File: config.mk
export PLATFORM = sky130hd
export DESIGN_NAME = ag_latch
export DESIGN_NICKNAME = d
export VERILOG_FILES = /design/src/rtl/ag_pkg.sv /design/src/rtl/ag_latch_reg_scoreboard.sv /design/src/rtl/ag_latch.sv
export SDC_FILE = /design/constraint.sdc
export NUM_CORES = 1
export LEC_CHECK = 0
export ABC_CLOCK_PERIOD_IN_PS = 4600
export CORE_MARGIN = 2
export CORE_UTILIZATION = 25
export CTS_CLUSTER_SIZE = 25
export DETAILED_ROUTE_END_ITERATION = 7
export GPL_ROUTABILITY_DRIVEN = 0
export HOLD_SLACK_MARGIN = 0.05
export SYNTH_ARGS = -nofsm -noshare
export SYNTH_HDL_FRONTEND = slang
export SYNTH_SLANG_ARGS = --single-unit
File: constraint.sdc
create_clock -name clk -period 4.6 [get_ports clk]
set_clock_uncertainty 0.1 [all_clocks]
set_input_delay 1.38 -clock clk [delete_from_list [all_inputs] [get_ports clk]]
set_output_delay 1.38 -clock clk [all_outputs]
set_load 0.03 [all_outputs]
File: src/rtl/ag_pkg.sv
// ag_pkg: shared constants for the address-generation stage latch and its
// register scoreboard (GPR count, counter width/limit, modrm field positions,
// decoded-field widths).
package ag_pkg;
    localparam int NUM_GPR   = 8;
    localparam int GPR_W     = 3;
    localparam int SB_CNT_W  = 2;
    localparam logic [SB_CNT_W-1:0] SB_MAX = 2'd3;

    // modrm layout: MOD [7:6], REG [5:3], RM [2:0]
    localparam int MOD_HI = 7;
    localparam int MOD_LO = 6;
    localparam int REG_HI = 5;
    localparam int REG_LO = 3;
    localparam int RM_HI  = 2;
    localparam int RM_LO  = 0;
    localparam logic [1:0] MOD_REG = 2'b11;

    localparam int ALUSEL_W = 2;
    localparam int JMP_W    = 3;
    localparam int MODRM_W  = 8;
    localparam int SEG_W    = 16;
    localparam int WORD_W   = 32;
endpackage

File: src/rtl/ag_latch_reg_scoreboard.sv
// reg_scoreboard: one saturating pending-write counter per GPR.
//   i_src_a_v/i_src_a, i_src_b_v/i_src_b : candidate source GPRs from decode
//   i_dst_v/i_dst                        : candidate destination GPR
//   i_inc                                : stage capture this cycle (counts dst)
//   i_wb_v/i_wb_reg                      : writeback retiring one pending write
//   i_flush                              : clears all counters (not o_sb_err)
//   o_reg_dep                            : combinational dependency stall
//   o_sb_busy                            : any counter nonzero
//   o_sb_err                             : sticky writeback-to-empty-counter
module reg_scoreboard
    import ag_pkg::*;
(
    input  logic             clk,
    input  logic             rst_n,
    input  logic             i_flush,
    input  logic             i_src_a_v,
    input  logic [GPR_W-1:0] i_src_a,
    input  logic             i_src_b_v,
    input  logic [GPR_W-1:0] i_src_b,
    input  logic             i_dst_v,
    input  logic [GPR_W-1:0] i_dst,
    input  logic             i_inc,
    input  logic             i_wb_v,
    input  logic [GPR_W-1:0] i_wb_reg,
    output logic             o_reg_dep,
    output logic             o_sb_busy,
    output logic             o_sb_err
);
    logic [NUM_GPR-1:0][SB_CNT_W-1:0] r_cnt;
    logic [NUM_GPR-1:0][SB_CNT_W-1:0] w_cnt_nxt;
    logic                             r_err;
    logic                             w_up;
    logic                             w_dn;
    logic                             w_underflow;

    // Saturated counters never wrap: a capture that ignores the stall simply
    // does not count past SB_MAX.
    assign w_up        = i_inc && i_dst_v && (r_cnt[i_dst] != SB_MAX);
    assign w_dn        = i_wb_v && (r_cnt[i_wb_reg] != '0);
    assign w_underflow = i_wb_v && (r_cnt[i_wb_reg] == '0);

    always_comb begin
        w_cnt_nxt = r_cnt;
        for (int g = 0; g < NUM_GPR; g++) begin
            // Same-GPR increment and decrement cancel out.
            if (w_up && (i_dst == GPR_W'(g)) && !(w_dn && (i_wb_reg == GPR_W'(g))))
                w_cnt_nxt[g] = r_cnt[g] + SB_CNT_W'(1);
            else if (w_dn && (i_wb_reg == GPR_W'(g)) && !(w_up && (i_dst == GPR_W'(g))))
                w_cnt_nxt[g] = r_cnt[g] - SB_CNT_W'(1);
        end
    end

    always_ff @(posedge clk) begin
        if (!rst_n) begin
            r_cnt <= '0;
            r_err <= 1'b0;
        end else begin
            r_cnt <= i_flush ? '0 : w_cnt_nxt;
            r_err <= r_err | w_underflow;
        end
    end

    assign o_reg_dep = (i_src_a_v && (r_cnt[i_src_a] != '0)) ||
                       (i_src_b_v && (r_cnt[i_src_b] != '0)) ||
                       (i_dst_v   && (r_cnt[i_dst] == SB_MAX));
    assign o_sb_busy = |r_cnt;
    assign o_sb_err  = r_err;
endmodule

File: src/rtl/ag_latch.sv
// ag_latch: decode -> address-generation pipeline latch with a per-GPR
// pending-write scoreboard.
//   ld_ag/ag_vin : stage load enable / incoming valid
//   de_*         : decoded fields, registered into ag_* on a capture
//   flush        : kills ag_v and clears the scoreboard (priority over load)
//   wb_v/wb_reg  : writeback retiring one pending destination write
//   ag_v, ag_*   : registered stage contents
//   reg_dep      : combinational stall to decode (sources/dst saturation only)
//   sb_busy      : any write pending;  sb_err : sticky scoreboard underflow
module ag_latch
    import ag_pkg::*;
(
    input  logic                clk,
    input  logic                rst_n,
    input  logic                ld_ag,
    input  logic                ag_vin,
    input  logic                de_re,
    input  logic                de_we,
    input  logic                de_rmsel,
    input  logic                ro_needed,
    input  logic                rm_needed,
    input  logic [ALUSEL_W-1:0] de_alusel,
    input  logic [JMP_W-1:0]    de_jmp,
    input  logic [MODRM_W-1:0]  de_modrm,
    input  logic [SEG_W-1:0]    de_sreg,
    input  logic [SEG_W-1:0]    de_ptr,
    input  logic [WORD_W-1:0]   de_dval,
    input  logic [WORD_W-1:0]   de_sval,
    input  logic [WORD_W-1:0]   de_disp,
    input  logic [WORD_W-1:0]   de_flags,
    input  logic [WORD_W-1:0]   de_flag_ld,
    input  logic                flush,
    input  logic                wb_v,
    input  logic [GPR_W-1:0]    wb_reg,
    output logic                ag_v,
    output logic                ag_re,
    output logic                ag_we,
    output logic                ag_rmsel,
    output logic                ag_ro_needed,
    output logic                ag_rm_needed,
    output logic [ALUSEL_W-1:0] ag_alusel,
    output logic [JMP_W-1:0]    ag_jmp,
    output logic [MODRM_W-1:0]  ag_modrm,
    output logic [SEG_W-1:0]    ag_sreg,
    output logic [SEG_W-1:0]    ag_ptr,
    output logic [WORD_W-1:0]   ag_dval,
    output logic [WORD_W-1:0]   ag_sval,
    output logic [WORD_W-1:0]   ag_disp,
    output logic [WORD_W-1:0]   ag_flags,
    output logic [WORD_W-1:0]   ag_flag_ld,
    output logic                reg_dep,
    output logic                sb_busy,
    output logic                sb_err
);
    logic w_reg_mode;
    logic w_capture;

    // Register-direct addressing: RM names a GPR rather than a memory operand.
    assign w_reg_mode = (de_modrm[MOD_HI:MOD_LO] == MOD_REG);
    assign w_capture  = ld_ag && ag_vin && !flush;

    always_ff @(posedge clk) begin
        if (!rst_n) begin
            ag_v         <= 1'b0;
            ag_re        <= 1'b0;
            ag_we        <= 1'b0;
            ag_rmsel     <= 1'b0;
            ag_ro_needed <= 1'b0;
            ag_rm_needed <= 1'b0;
            ag_alusel    <= '0;
            ag_jmp       <= '0;
            ag_modrm     <= '0;
            ag_sreg      <= '0;
            ag_ptr       <= '0;
            ag_dval      <= '0;
            ag_sval      <= '0;
            ag_disp      <= '0;
            ag_flags     <= '0;
            ag_flag_ld   <= '0;
        end else begin
            if (flush)      ag_v <= 1'b0;
            else if (ld_ag) ag_v <= ag_vin;
            if (w_capture) begin
                ag_re        <= de_re;
                ag_we        <= de_we;
                ag_rmsel     <= de_rmsel;
                ag_ro_needed <= ro_needed;
                ag_rm_needed <= rm_needed;
                ag_alusel    <= de_alusel;
                ag_jmp       <= de_jmp;
                ag_modrm     <= de_modrm;
                ag_sreg      <= de_sreg;
                ag_ptr       <= de_ptr;
                ag_dval      <= de_dval;
                ag_sval      <= de_sval;
                ag_disp      <= de_disp;
                ag_flags     <= de_flags;
                ag_flag_ld   <= de_flag_ld;
            end
        end
    end

    reg_scoreboard u_sb (
        .clk       (clk),
        .rst_n     (rst_n),
        .i_flush   (flush),
        .i_src_a_v (ro_needed),
        .i_src_a   (de_modrm[REG_HI:REG_LO]),
        .i_src_b_v (rm_needed && w_reg_mode),
        .i_src_b   (de_modrm[RM_HI:RM_LO]),
        .i_dst_v   (de_we && w_reg_mode),
        .i_dst     (de_modrm[RM_HI:RM_LO]),
        .i_inc     (w_capture),
        .i_wb_v    (wb_v),
        .i_wb_reg  (wb_reg),
        .o_reg_dep (reg_dep),
        .o_sb_busy (sb_busy),
        .o_sb_err  (sb_err)
    );
endmodule
==> results.txt <==
Outcome: complete, no violations
Initial Utilization: 0.2529
PwrDens: 342.0 nW/um^2
Initial DRC Count: 279
Largest net degree at the start of global routing: 175
Hold path depth: 2
WL/cell: 15.40 um
Maxcap violations: 0
Area of the multi-input gates: 4110 um^2
Area grow syn2layout: 64.98%
Setup TNS: 0 ps
Critical Path RT: 3120 ps
R2R depth: 8
Pre-CTS setup slack: -726.6 ps
Setup crit start kind: input pin
Commonest cells after routing, fill and taps aside: 427 x clkdlybuf4s50_1, 425 x nand2_1, 228 x dfxtp_1, 188 x a21boi_0, 27 x clkbuf_16
Root Driver: clkbuf_16
DIE AREA: 37330 um^2
CTS Buf Count: 27
N_diodes: 0
Max_slew headroom: 0.2404
HP Class: reg -> reg
Drt first pass iters: 5
Antenna violations before repair: 0
Post-Syn Area per Cell: 8.460 um^2
Crit Path Category: in -> out
H-tree depth: 1
Top Ports: 433
Gate count of the mapped netlist: 1058
Unique masters post-synth: 38
Seq cells post-synth: 228
Port bufs: 432
CTS tree: yes
Fillers: 3520
Lkg Pwr: 5.117 nW
Netlist Area Pre-Place: 8951 um^2
Clock transition at the registers of the reported paths: 60 ps
CTS sink cnt: 228
Routed via count: 8506
Die width: 193.2 um
Worst setup margin: 121.9 ps
Post-DP HPWL: 21160 um
Synth async-reset ratio: 0
Final Cell Area: 14770 um^2
FF/Latch Area: 4564 um^2
RSZ-0062 raised after global routing: false
Inst Count DP: 1897
Fin crit period: 4478 ps
Overall fraction of global-route tracks in use: 0.1530
DRC Markers: 0
Tcrit/Tclk final: 0.9735
GRT overflow: 0
Vias/cell: 4.371
Placed instance area: 13780 um^2
Count of final setup violators: 0
Setup crit end kind: primary output
Maximum VDD drop: 0.3274 mV
Worst skew pair latency: 530 ps
Yosys warns: 0
Site row count: 69
First-pass GRT wire length: 46820 um
Slew @ Worst Pin: 1139 ps
Final std cells w/o fill: 1946
Most used DFF post-synth: dfxtp_1
Final Net Count: 1692
Die Y: 193.2 um
Core area: 35400 um^2
Fin. Hold Viols: 0
Arrival time at the worst endpoint: 3000 ps
Peak Freq: 0.2233 GHz
Post-synth EDFFs: 0
Tot Pwr: 5.051 mW
Clock buffer depth: 3
Crit path max fanout: 3
Vias in the first global route: 8365
DRT antenna net count: 0
Syn nets: 1285
Total routed wirelength: 29980 um
Leading cell type in the layout, fill and taps excluded: clkdlybuf4s50_1
Final Max Tran Viols: 0
Share of layout cells above drive strength 1: 0.05791
Sequential cell area fraction in the yosys report: 0.5099
CTS hold repair buffers: 0
critical path, cell delays in order:
cell	delay, ps
clkdlybuf4s50_1	610
mux2i_2	290
nor2_1	80
a221o_1	360
clkdlybuf4s15_2	280
Yosys cell counts (6+ instances only):
cell,count,share of area
xor2_1,16,0.016
o21ai_0,8,0.0045
a21boi_1,22,0.018
a21boi_0,188,0.16
nor3_1,6,0.0034
or3_1,11,0.0077
dfxtp_1,228,0.51
ha_1,8,0.011
nand2_1,425,0.18
clkbuf_1,69,0.029
nor2_1,18,0.0075
a21oi_1,13,0.0073
report_power, final:
group / internal, mW / switching [mW] / total, mW
logic: 0.341 / 0.313 / 0.653
registers: 2.04 / 0.0319 / 2.07
clock network: 1.48 / 0.847 / 2.33
what timing repair did:
action | CTS | global route
endpoints found under the setup margin | 1 | 1
buffers inserted | 0 | 0
resized for setup | 9 | 2
final timing paths:
check / start / end / slack [ps]
worst max-delay path: de_modrm[0] / reg_dep / 120
worst min-delay path: ag_disp[17] / ag_disp[17] / 350
worst max register to register: u_sb.r_cnt[0] / u_sb.r_cnt[1] / 1780
worst min register to register: ag_disp[17] / ag_disp[17] / 350
flip-flops by register name, summed over array words and instances, names as in the netlist, 3 cells and up:
| register | count |
|---|---|
| ag_jmp | 3 |
| ag_flag_ld | 32 |
| ag_modrm | 8 |
| u_sb.r_cnt | 16 |
| ag_dval | 32 |
| ag_disp | 32 |
| ag_sreg | 16 |
| ag_flags | 32 |
| ag_sval | 32 |
| ag_ptr | 16 |
kinds of logic (layout without fill, tap and decap cells):
group	count (synthesis)	count (layout)	share of synthesized area
AO/OA/AOI/OAI	241	241	0.1986
XOR/XNOR	16	16	0.01566
adder cells (fa/ha/maj)	8	8	0.01118
buffers and inverters	76	503	0.03243
flip-flops	228	228	0.5099
multiplexers	7	7	0.01621
AND/OR/NAND/NOR	482	482	0.2160
routing by layer:
layer | GRT usage | vias up | routed length [um]
met4 | 0.05033 | 0 | 1024
met5 | 0 | - | 0
met2 | 0.2673 | 300 | 14180
met3 | 0.04184 | 55 | 2101
met1 | 0.1808 | 3863 | 12670
li1 | - | 4288 | -
area by class of cell:
type,instances,share of cell area
clock buffer,37,0.05372
clock inverter,12,0.01305
multi-input combinational,754,0.2783
sequential,228,0.3091
tap,461,0.03906
timing repair buffer,454,0.3068
per-stage QoR:
| stage | utilization | hold slack, ps |
|---|---|---|
| after floorplan | - | 368.2 |
| after global placement | 0.3894 | 340.0 |
| after detailed placement | 0.3894 | 348.4 |
| after CTS | 0.4174 | 357.2 |
| after global routing | 0.4172 | 377.7 |
| final | 0.4172 | 351.3 |
Note: power is estimated with default switching activity, not from simulation.
